`src/rtl/proc_rf_mem_hs.sv`:
```
// Register-file processor (ADDI/STORE/LOAD/NOP) with valid/ready instruction input and
// request/response memory port. Optional macro PROC_RF_LOAD_FWD_EN: same-cycle LOAD response.
module proc_rf_mem_hs #(
   parameter int DW   = 8,
   parameter int NREG = 6,
   parameter int IW   = 3
) (
   input  logic          clk,
   input  logic          rst,
   input  logic          in_valid,
   output logic          in_ready,
   input  logic [1:0]    op,
   input  logic [IW-1:0] operand1,
   input  logic [IW-1:0] operand2,
   output logic          mem_req_valid,
   input  logic          mem_req_ready,
   output logic          mem_req_we,
   output logic [DW-1:0] mem_req_addr,
   output logic [DW-1:0] mem_req_wdata,
   input  logic          mem_resp_valid,
   input  logic [DW-1:0] mem_resp_data,
   output logic          busy,
   output logic [1:0]    state_dbg
);

   // Handshakes: a transfer happens on a rising edge where valid & ready are both high;
   // request fields stay stable while valid is high and ready is low. The response has no ready.
   typedef enum logic [1:0] {
      S_IDLE = 2'd0,
      S_REQ  = 2'd1,
      S_RESP = 2'd2
   } state_t;

   localparam logic [1:0]  OP_ADDI  = 2'd0;
   localparam logic [1:0]  OP_STORE = 2'd1;
   localparam logic [1:0]  OP_LOAD  = 2'd2;
   localparam logic [IW:0] NREG_L   = (IW+1)'(NREG);

   state_t        state_q, state_d;
   logic [DW-1:0] rf_q [NREG];
   logic          req_we_q;
   logic [DW-1:0] req_addr_q, req_wdata_q;
   logic [IW-1:0] dest_q;

   logic [DW-1:0] rd1, rd2;
   logic          rf_we;
   logic [IW-1:0] rf_waddr;
   logic [DW-1:0] rf_wdata;
   logic          capture;

   // Indices beyond the implemented registers read as zero.
   assign rd1 = ({1'b0, operand1} < NREG_L) ? rf_q[operand1] : '0;
   assign rd2 = ({1'b0, operand2} < NREG_L) ? rf_q[operand2] : '0;

   assign in_ready      = (state_q == S_IDLE);
   assign mem_req_valid = (state_q == S_REQ);
   assign busy          = (state_q != S_IDLE);
   assign mem_req_we    = req_we_q;
   assign mem_req_addr  = req_addr_q;
   assign mem_req_wdata = req_wdata_q;
   assign state_dbg     = state_q;

   always_comb begin
      state_d  = state_q;
      rf_we    = 1'b0;
      rf_waddr = operand1;
      rf_wdata = rd2 + DW'(1);
      capture  = 1'b0;
      case (state_q)
         S_IDLE: begin
            if (in_valid) begin
               case (op)
                  OP_ADDI:  rf_we = 1'b1;
                  OP_STORE,
                  OP_LOAD: begin
                     capture = 1'b1;
                     state_d = S_REQ;
                  end
                  default: ;
               endcase
            end
         end
         S_REQ: begin
            if (mem_req_ready) begin
               if (req_we_q) begin
                  state_d = S_IDLE;
               end else begin
`ifdef PROC_RF_LOAD_FWD_EN
                  if (mem_resp_valid) begin
                     rf_we    = 1'b1;
                     rf_waddr = dest_q;
                     rf_wdata = mem_resp_data;
                     state_d  = S_IDLE;
                  end else begin
                     state_d = S_RESP;
                  end
`else
                  state_d = S_RESP;
`endif
               end
            end
         end
         S_RESP: begin
            if (mem_resp_valid) begin
               rf_we    = 1'b1;
               rf_waddr = dest_q;
               rf_wdata = mem_resp_data;
               state_d  = S_IDLE;
            end
         end
         default: state_d = S_IDLE;
      endcase
   end

   always_ff @(posedge clk or negedge rst) begin
      if (!rst) begin
         state_q     <= S_IDLE;
         req_we_q    <= 1'b0;
         req_addr_q  <= '0;
         req_wdata_q <= '0;
         dest_q      <= '0;
         for (int i = 0; i < NREG; i++) rf_q[i] <= '0;
      end else begin
         state_q <= state_d;
         if (rf_we && ({1'b0, rf_waddr} < NREG_L)) rf_q[rf_waddr] <= rf_wdata;
         // Operands are frozen at acceptance; the request ignores later input changes.
         if (capture) begin
            req_we_q    <= (op == OP_STORE);
            req_addr_q  <= (op == OP_STORE) ? rd1 : rd2;
            req_wdata_q <= (op == OP_STORE) ? rd2 : '0;
            dest_q      <= operand1;
         end
      end
   end

endmodule
```
`config.mk`:
```
export PLATFORM = sky130hd
export DESIGN_NAME = proc_rf_mem_hs
export DESIGN_NICKNAME = d
export VERILOG_FILES = /design/src/rtl/proc_rf_mem_hs.sv
export SDC_FILE = /design/constraint.sdc
export NUM_CORES = 1
export LEC_CHECK = 0
export ABC_AREA = 1
export BUFFER_PORTS_ARGS = -buffer_cell sky130_fd_sc_hd__buf_2
export CORE_ASPECT_RATIO = 1.5
export CORE_MARGIN = 4
export CORE_UTILIZATION = 59
export CTS_CLUSTER_SIZE = 12
export DETAILED_ROUTE_END_ITERATION = 7
export PLACE_DENSITY = 0.76
export SLEW_MARGIN = 25
export SYNTH_ARGS = -nofsm -noshare
export SYNTH_HDL_FRONTEND = slang
export SYNTH_SLANG_ARGS = --single-unit
```
`constraint.sdc`:
```
create_clock -name clk -period 1.8 [get_ports clk]
set_input_delay 0.36 -clock clk [delete_from_list [all_inputs] [get_ports clk]]
set_output_delay 0.36 -clock clk [all_outputs]
set_load 0.005 [all_outputs]
```
# Word level (Yosys, flattened, before mapping)
# Index checks and enable logic that the tools add are counted.
[word_totals]
regBits = 70
inputBits = 21
output_inout_bits = 22
word_cells = 67
[classes]
add_sub_neg = 1
magnitude_cmp = 7
n_eq_ne = 8
mux = 30
bitwise_logic = 3
n_reduce_logical = 7
[op_table]
columns = ["operator", "count"]
rows = [
  ["8-bit 2-to-1 mux", 11],
  ["8-bit binary-select mux with 3-bit select", 2],
  ["48-bit bitwise mux", 1],
  ["8-bit demux with 3-bit select", 1],
  ["4-bit greater-or-equal comparator (second input constant)", 3],
  ["3-bit NOT with 4-bit output", 3],
  ["2-bit 2-to-1 mux", 5],
  ["3-bit < comparator (second input constant)", 3],
  ["8-bit by 1-bit adder with 8-bit output (second input constant)", 1],
  ["1-bit 2-to-1 mux", 6],
  ["3-bit 2-to-1 mux", 2],
  ["2-bit case mux with 3 select lines", 1],
  ["2-bit by 1-bit equality test with 1-bit output (second input constant)", 2],
  ["2-bit equality test (second input constant)", 2],
  ["2-bit zero test", 2],
  ["4-bit by 1-bit < comparator with 1-bit output (second input constant)", 1],
  ["2-bit by 1-bit != test with 1-bit output (second input constant)", 2],
  ["2-bit != test (second input constant)", 2],
  ["4-bit AND reduction", 1],
  ["1-bit logical AND", 2],
  ["1-bit case mux with 2 select lines", 1],
  ["2-bit nonzero test", 1],
  ["2-bit OR reduction", 1],
]

# Logic depth before layout (Yosys ltp)
[logic_depth]
ltp_word = 9
ltp_mapped = 15
depth_no_buf = 14

# Worst setup path after synthesis
# No wires, ideal clock.
[synth_path]
kind = "register to register"
startpoint = "register state_q[0] (netlist: state_dbg[0])"
endpoint = "register rf_q[32] (netlist name)"
arrival_ps = 1443
required_ps = 1667
setup_slack_ps = 224
stages_incl_launch_ff = 11
n_path_buf = 0
cell_sequence = "dfrtp_1 -> nor2_1 -> nand3_1 -> nand2_1 -> inv_2 -> a21oi_4 -> inv_4 -> nor2_8 -> inv_2 -> nand2_1 -> o21ai_1"
[synth_rtl]
columns = ["item", "line", "text"]
rows = [
  ["start, declared", "39", "state_t state_q, state_d;"],
  ["start signal, assigned", "124", "state_q <= state_d;"],
  ["2-bit zero test", "--", ""],
  ["net in_ready", "11", "output logic in_ready,"],
  ["1-bit case mux with 2 select lines", "69", "case (state_q)"],
  ["1-bit logical AND", "125", "if (rf_we && ({1'b0, rf_waddr} < NREG_L)) rf_q[rf_waddr] <= rf_wdata;"],
  ["end signal, assigned by index", "125", ""],
  ["end, declared", "40", "logic [DW-1:0] rf_q [NREG];"],
]
# The timed path passes the listed nets, and every way through them passes these cells.
# A chain may end at the register's enable or synchronous reset.

# Worst setup path after layout
[layout_path]
startpoint = "register state_q[0] (netlist: state_dbg[0])"
endpoint = "register rf_q[18] (netlist name)"
[layout_via]
elab_chain_cells = 8
[layout_rtl]
columns = ["item", "line"]
rows = [
  ["2-bit equality test", "69"],
  ["3-bit 2-to-1 mux", "69"],
  ["3-bit NOT with 4-bit output (implied by the code)", "125"],
  ["4-bit greater-or-equal comparator (implied by the code) or 4-bit by 1-bit < comparator with 1-bit output (tied branches)", "125"],
  ["1-bit logical AND (implied by the code)", "125"],
  ["8-bit 2-to-1 mux (implied by the code)", "125"],
  ["8-bit demux with 3-bit select", "125"],
  ["48-bit bitwise mux", "125"],
]
# Several ways; a longest one is shown, not always the timed one.

==> impl_metrics.csv <==
group,metric,value,unit
final_layout,layout_common_cells,"nand2_1, dfrtp_1, nand3_1, inv_1, buf_2",
clocking,numCtsBuffers,9,
placed_design,io_buffers,42,
global_route,grtUsageMet3,3.77,%
setup_path,crit_required,2090,ps
pwr,cell_internal_pwr,3.87,mW
synthesis,avgSynthCellArea,7.29,um2
floorplan,core_region_area,6940,um2
setup_path,worstSetupPathType,"flop to flop",
pwr,p_clk_share,20.8,%
synthesis,async_flop_share,100,%
setup_path,reg2reg_depth,10,
synthesis,synth_edf_count,0,
global_route,busiest_layer,"met2",
sta,whs,-4.56,ps
clocking,htree_num_levels,3,
pwr,p_per_area,1260,nW/um2
detailed_routing,via_per_inst,5.64,
sta,finalHoldViolations,3,
outcome,status,"complete, but fails checks",
sta,tightest_slew,377,ps
sta,slew_headroom,74.9,%
detailed_routing,vias,4179,
sta,drv_slew,0,
final_layout,fin_util,72.7,%
synthesis,synth_nets,608,
global_route,grt_pass1_wl,20.2,mm
job,cap_viol_max_count,0,
sta,max_freq,583,MHz
placed_design,place_hpwl,8.98,mm
floorplan,floorplan.die_area,8680,um2
global_route,grt_use_total,29.8,%
sta,setup_viol,0,
clocking,clk_latency,370,ps
outcome,violations,"negative hold slack",
placed_design,place_congestion,0.984,
clocking,cts_tree,"done",
synthesis,ys_seq_area_share,41.1,%
synthesis,ys_warn_count,0,
setup_path,cp.arrival,2010,ps
final_layout,final_cells,741,
clocking,clkTransAtPathRegs,80,ps
pwr,ir_drop,0.000802,V
clocking,clk_path_buf_depth,2,
sta,finClkSkew,10.3,ps
sta,finalSetupTns,0,ps
sta,fin_crit_sh,95.4,%
sta,fin_crit,1720,ps
setup_path,r2r-start,"state_dbg[0]",
detailed_routing,wire_per_inst,16.5,um
pwr,total_power,6.38,mW
setup_path,worstSetupEndpoint,"rf_q[18]",
final_layout,multi_input_area,2100,um2
detailed_routing,drt_first_pass_iters,6,
global_route,antenna_found_initial,0,
detailed_routing,drcViolationCount,0,
clocking,ctsHoldBuffers,0,
final_layout,n_antenna_cell,0,
floorplan,die_y,112,um
setup_path,cp-end-kind,"flop",
global_route,grt_start_max_net_pins,71,
floorplan,start_util,61.4,%
setup_path,critical_path_peak_fanout,8,
pwr,pwr-share-comb,37.8,%
floorplan,io_pins,43,
global_route,grt_use_met1,38.1,%
clocking,cts_root_buf,"clkbuf_8",
synthesis,netlist_area,4260,um2
global_route,grt_pass1_vias,3975,
detailed_routing,drt_iter0_drc,475,
setup_path,start_kind,"flop",
pwr,switching_share,39.3,%
floorplan,die_x,77.4,um
setup_path,r2r-end,"rf_q[18]",
synthesis,ys_types,36,
synthesis,ys_ff_latch,70,
final_layout,ff_latch_area,1750,um2
final_layout,areaGrowthSynthToFinish,18.5,%
setup_path,r2r_slack,80,ps
worst_hold_path,hold_class,"primary input to asynchronous set/reset pin",
clocking,cts_sinks,70,
final_layout,fin_nets,681,
global_route,use_met2,49.5,%
synthesis,synth_cells,585,
pwr,p_leak,2.79,nW
placed_design,place_inst,722,
setup_path,startpoint,"state_dbg[0]",
global_route,grt_overflow,0,
floorplan,rows,37,
final_layout,drive_above_1_share,24.9,%
final_layout,fillers,571,
detailed_routing,drt-total-wl,12.2,mm
pwr,switching_power,2.50,mW
detailed_routing,postRouteAntennaNets,0,
pwr,power_frac_seq,41.4,%
synthesis,synth_flop_cell,"dfrtp_1",
final_layout,layout_commonest_cell,"nand2_1",
[metal layers]
metal	routed length, um	vias to the layer above
met1	4900	1941
met5	0	-
met2	5990	185
met4	465	0
li1	-	2019
met3	839	34
[logic make-up after synthesis]
group | share of synthesized area, %
AOI/OAI and AO/OA | 12.4
adders and majority gates | 0.587
buffers and inverters | 10.1
DFF | 41.1
and+or+nand+nor | 35.8
[power groups by stage]
stage / clock, mW / combinational [mW] / sequential [mW]
after floorplan: 0 / 1.55 / 2.56
after global placement: 0 / 2.30 / 2.63
final: 1.33 / 2.41 / 2.64
after global routing: 1.39 / 2.73 / 2.72
after CTS: 1.33 / 2.37 / 2.62
after detailed placement: 0 / 2.35 / 2.64
[worst max-delay path, cell delays in order (launching register included)]
cell	delay, ps
dfrtp_1	390
nor2_2	150
nand2_4	110
o21ai_2	210
inv_1	90
nor2_1	120
inv_2	110
nor2_8	190
buf_4	140
nand2_1	50
o21ai_0	80
[how the worst min path moves through the flow]
stage	from	endpoint	slack (ps)
5_1_grt	rst	state_dbg[1]	50
4_1_cts	rst	rf_q[10]	20
3_5_place_dp	rst	state_dbg[0]	410
6_report	rst	state_dbg[0]	-5
2_1_floorplan	rst	dest_q[0]	60
3_3_place_gp	rst	state_dbg[0]	410
[sequential cells by signal (all words and copies together) (netlist names)]
name / flops
rf_q: 48
mem_req_we: 1
dest_q: 3
state_dbg: 2
mem_req_wdata: 8
mem_req_addr: 8
[cells in the mapped netlist, types with 2 or more instances]
cell type  instances  share of area [%]
nand2_1          196                 17
dfrtp_1           70                 41
nand3_1           57                6.7
inv_1             49                4.3
o21ai_0           33                3.9
nor2_1            28                2.5
inv_2             18                1.6
o21ai_1           16                1.9
a21oi_1           15                1.8
nand2_2           13                1.9
clkbuf_1           9               0.79
nor2_8             7                3.3
nor3_1             7               0.82
o211ai_1           7                1.2
a31oi_1            6               0.88
buf_6              6                1.6
buf_2              5               0.59
nor2_2             5               0.73
a211oi_1           4               0.70
buf_1              4               0.35
nand3_2            4               0.94
o31ai_1            4               0.70
or2_2              4               0.59
inv_4              3               0.44
ha_1               2               0.59
nor2_4             2               0.53
o21ai_2            2               0.41
[through the flow]
stage / setup WS (ps) / area (um2) / hold slack [ps]
floorplan: 224 / 4260 / 64.4
finish: 83.5 / 5050 / -4.56
global placement: -153 / 4790 / 406
CTS: 2.59 / 4990 / 22.0
detailed placement: -156 / 4790 / 413
global route: -54.5 / 5050 / 52.8
[timing repair]
item / 4_1_cts / 5_1_grt
setup endpoints to repair: 0 / 24
buffers inserted: 0 / 3
endpoints found under the hold margin: 0 / 0
gates resized for setup: 0 / 6
[area by class of cell]
type	instances	share of cell area [%]
Clock buffer	13	3.15
Clock inverter	3	0.842
Inverter	71	5.45
Multi-Input combinational cell	419	41.6
Sequential cell	70	34.7
Tap cell	78	1.93
Timing Repair Buffer	87	12.3
(Power assumes the default switching activity.)
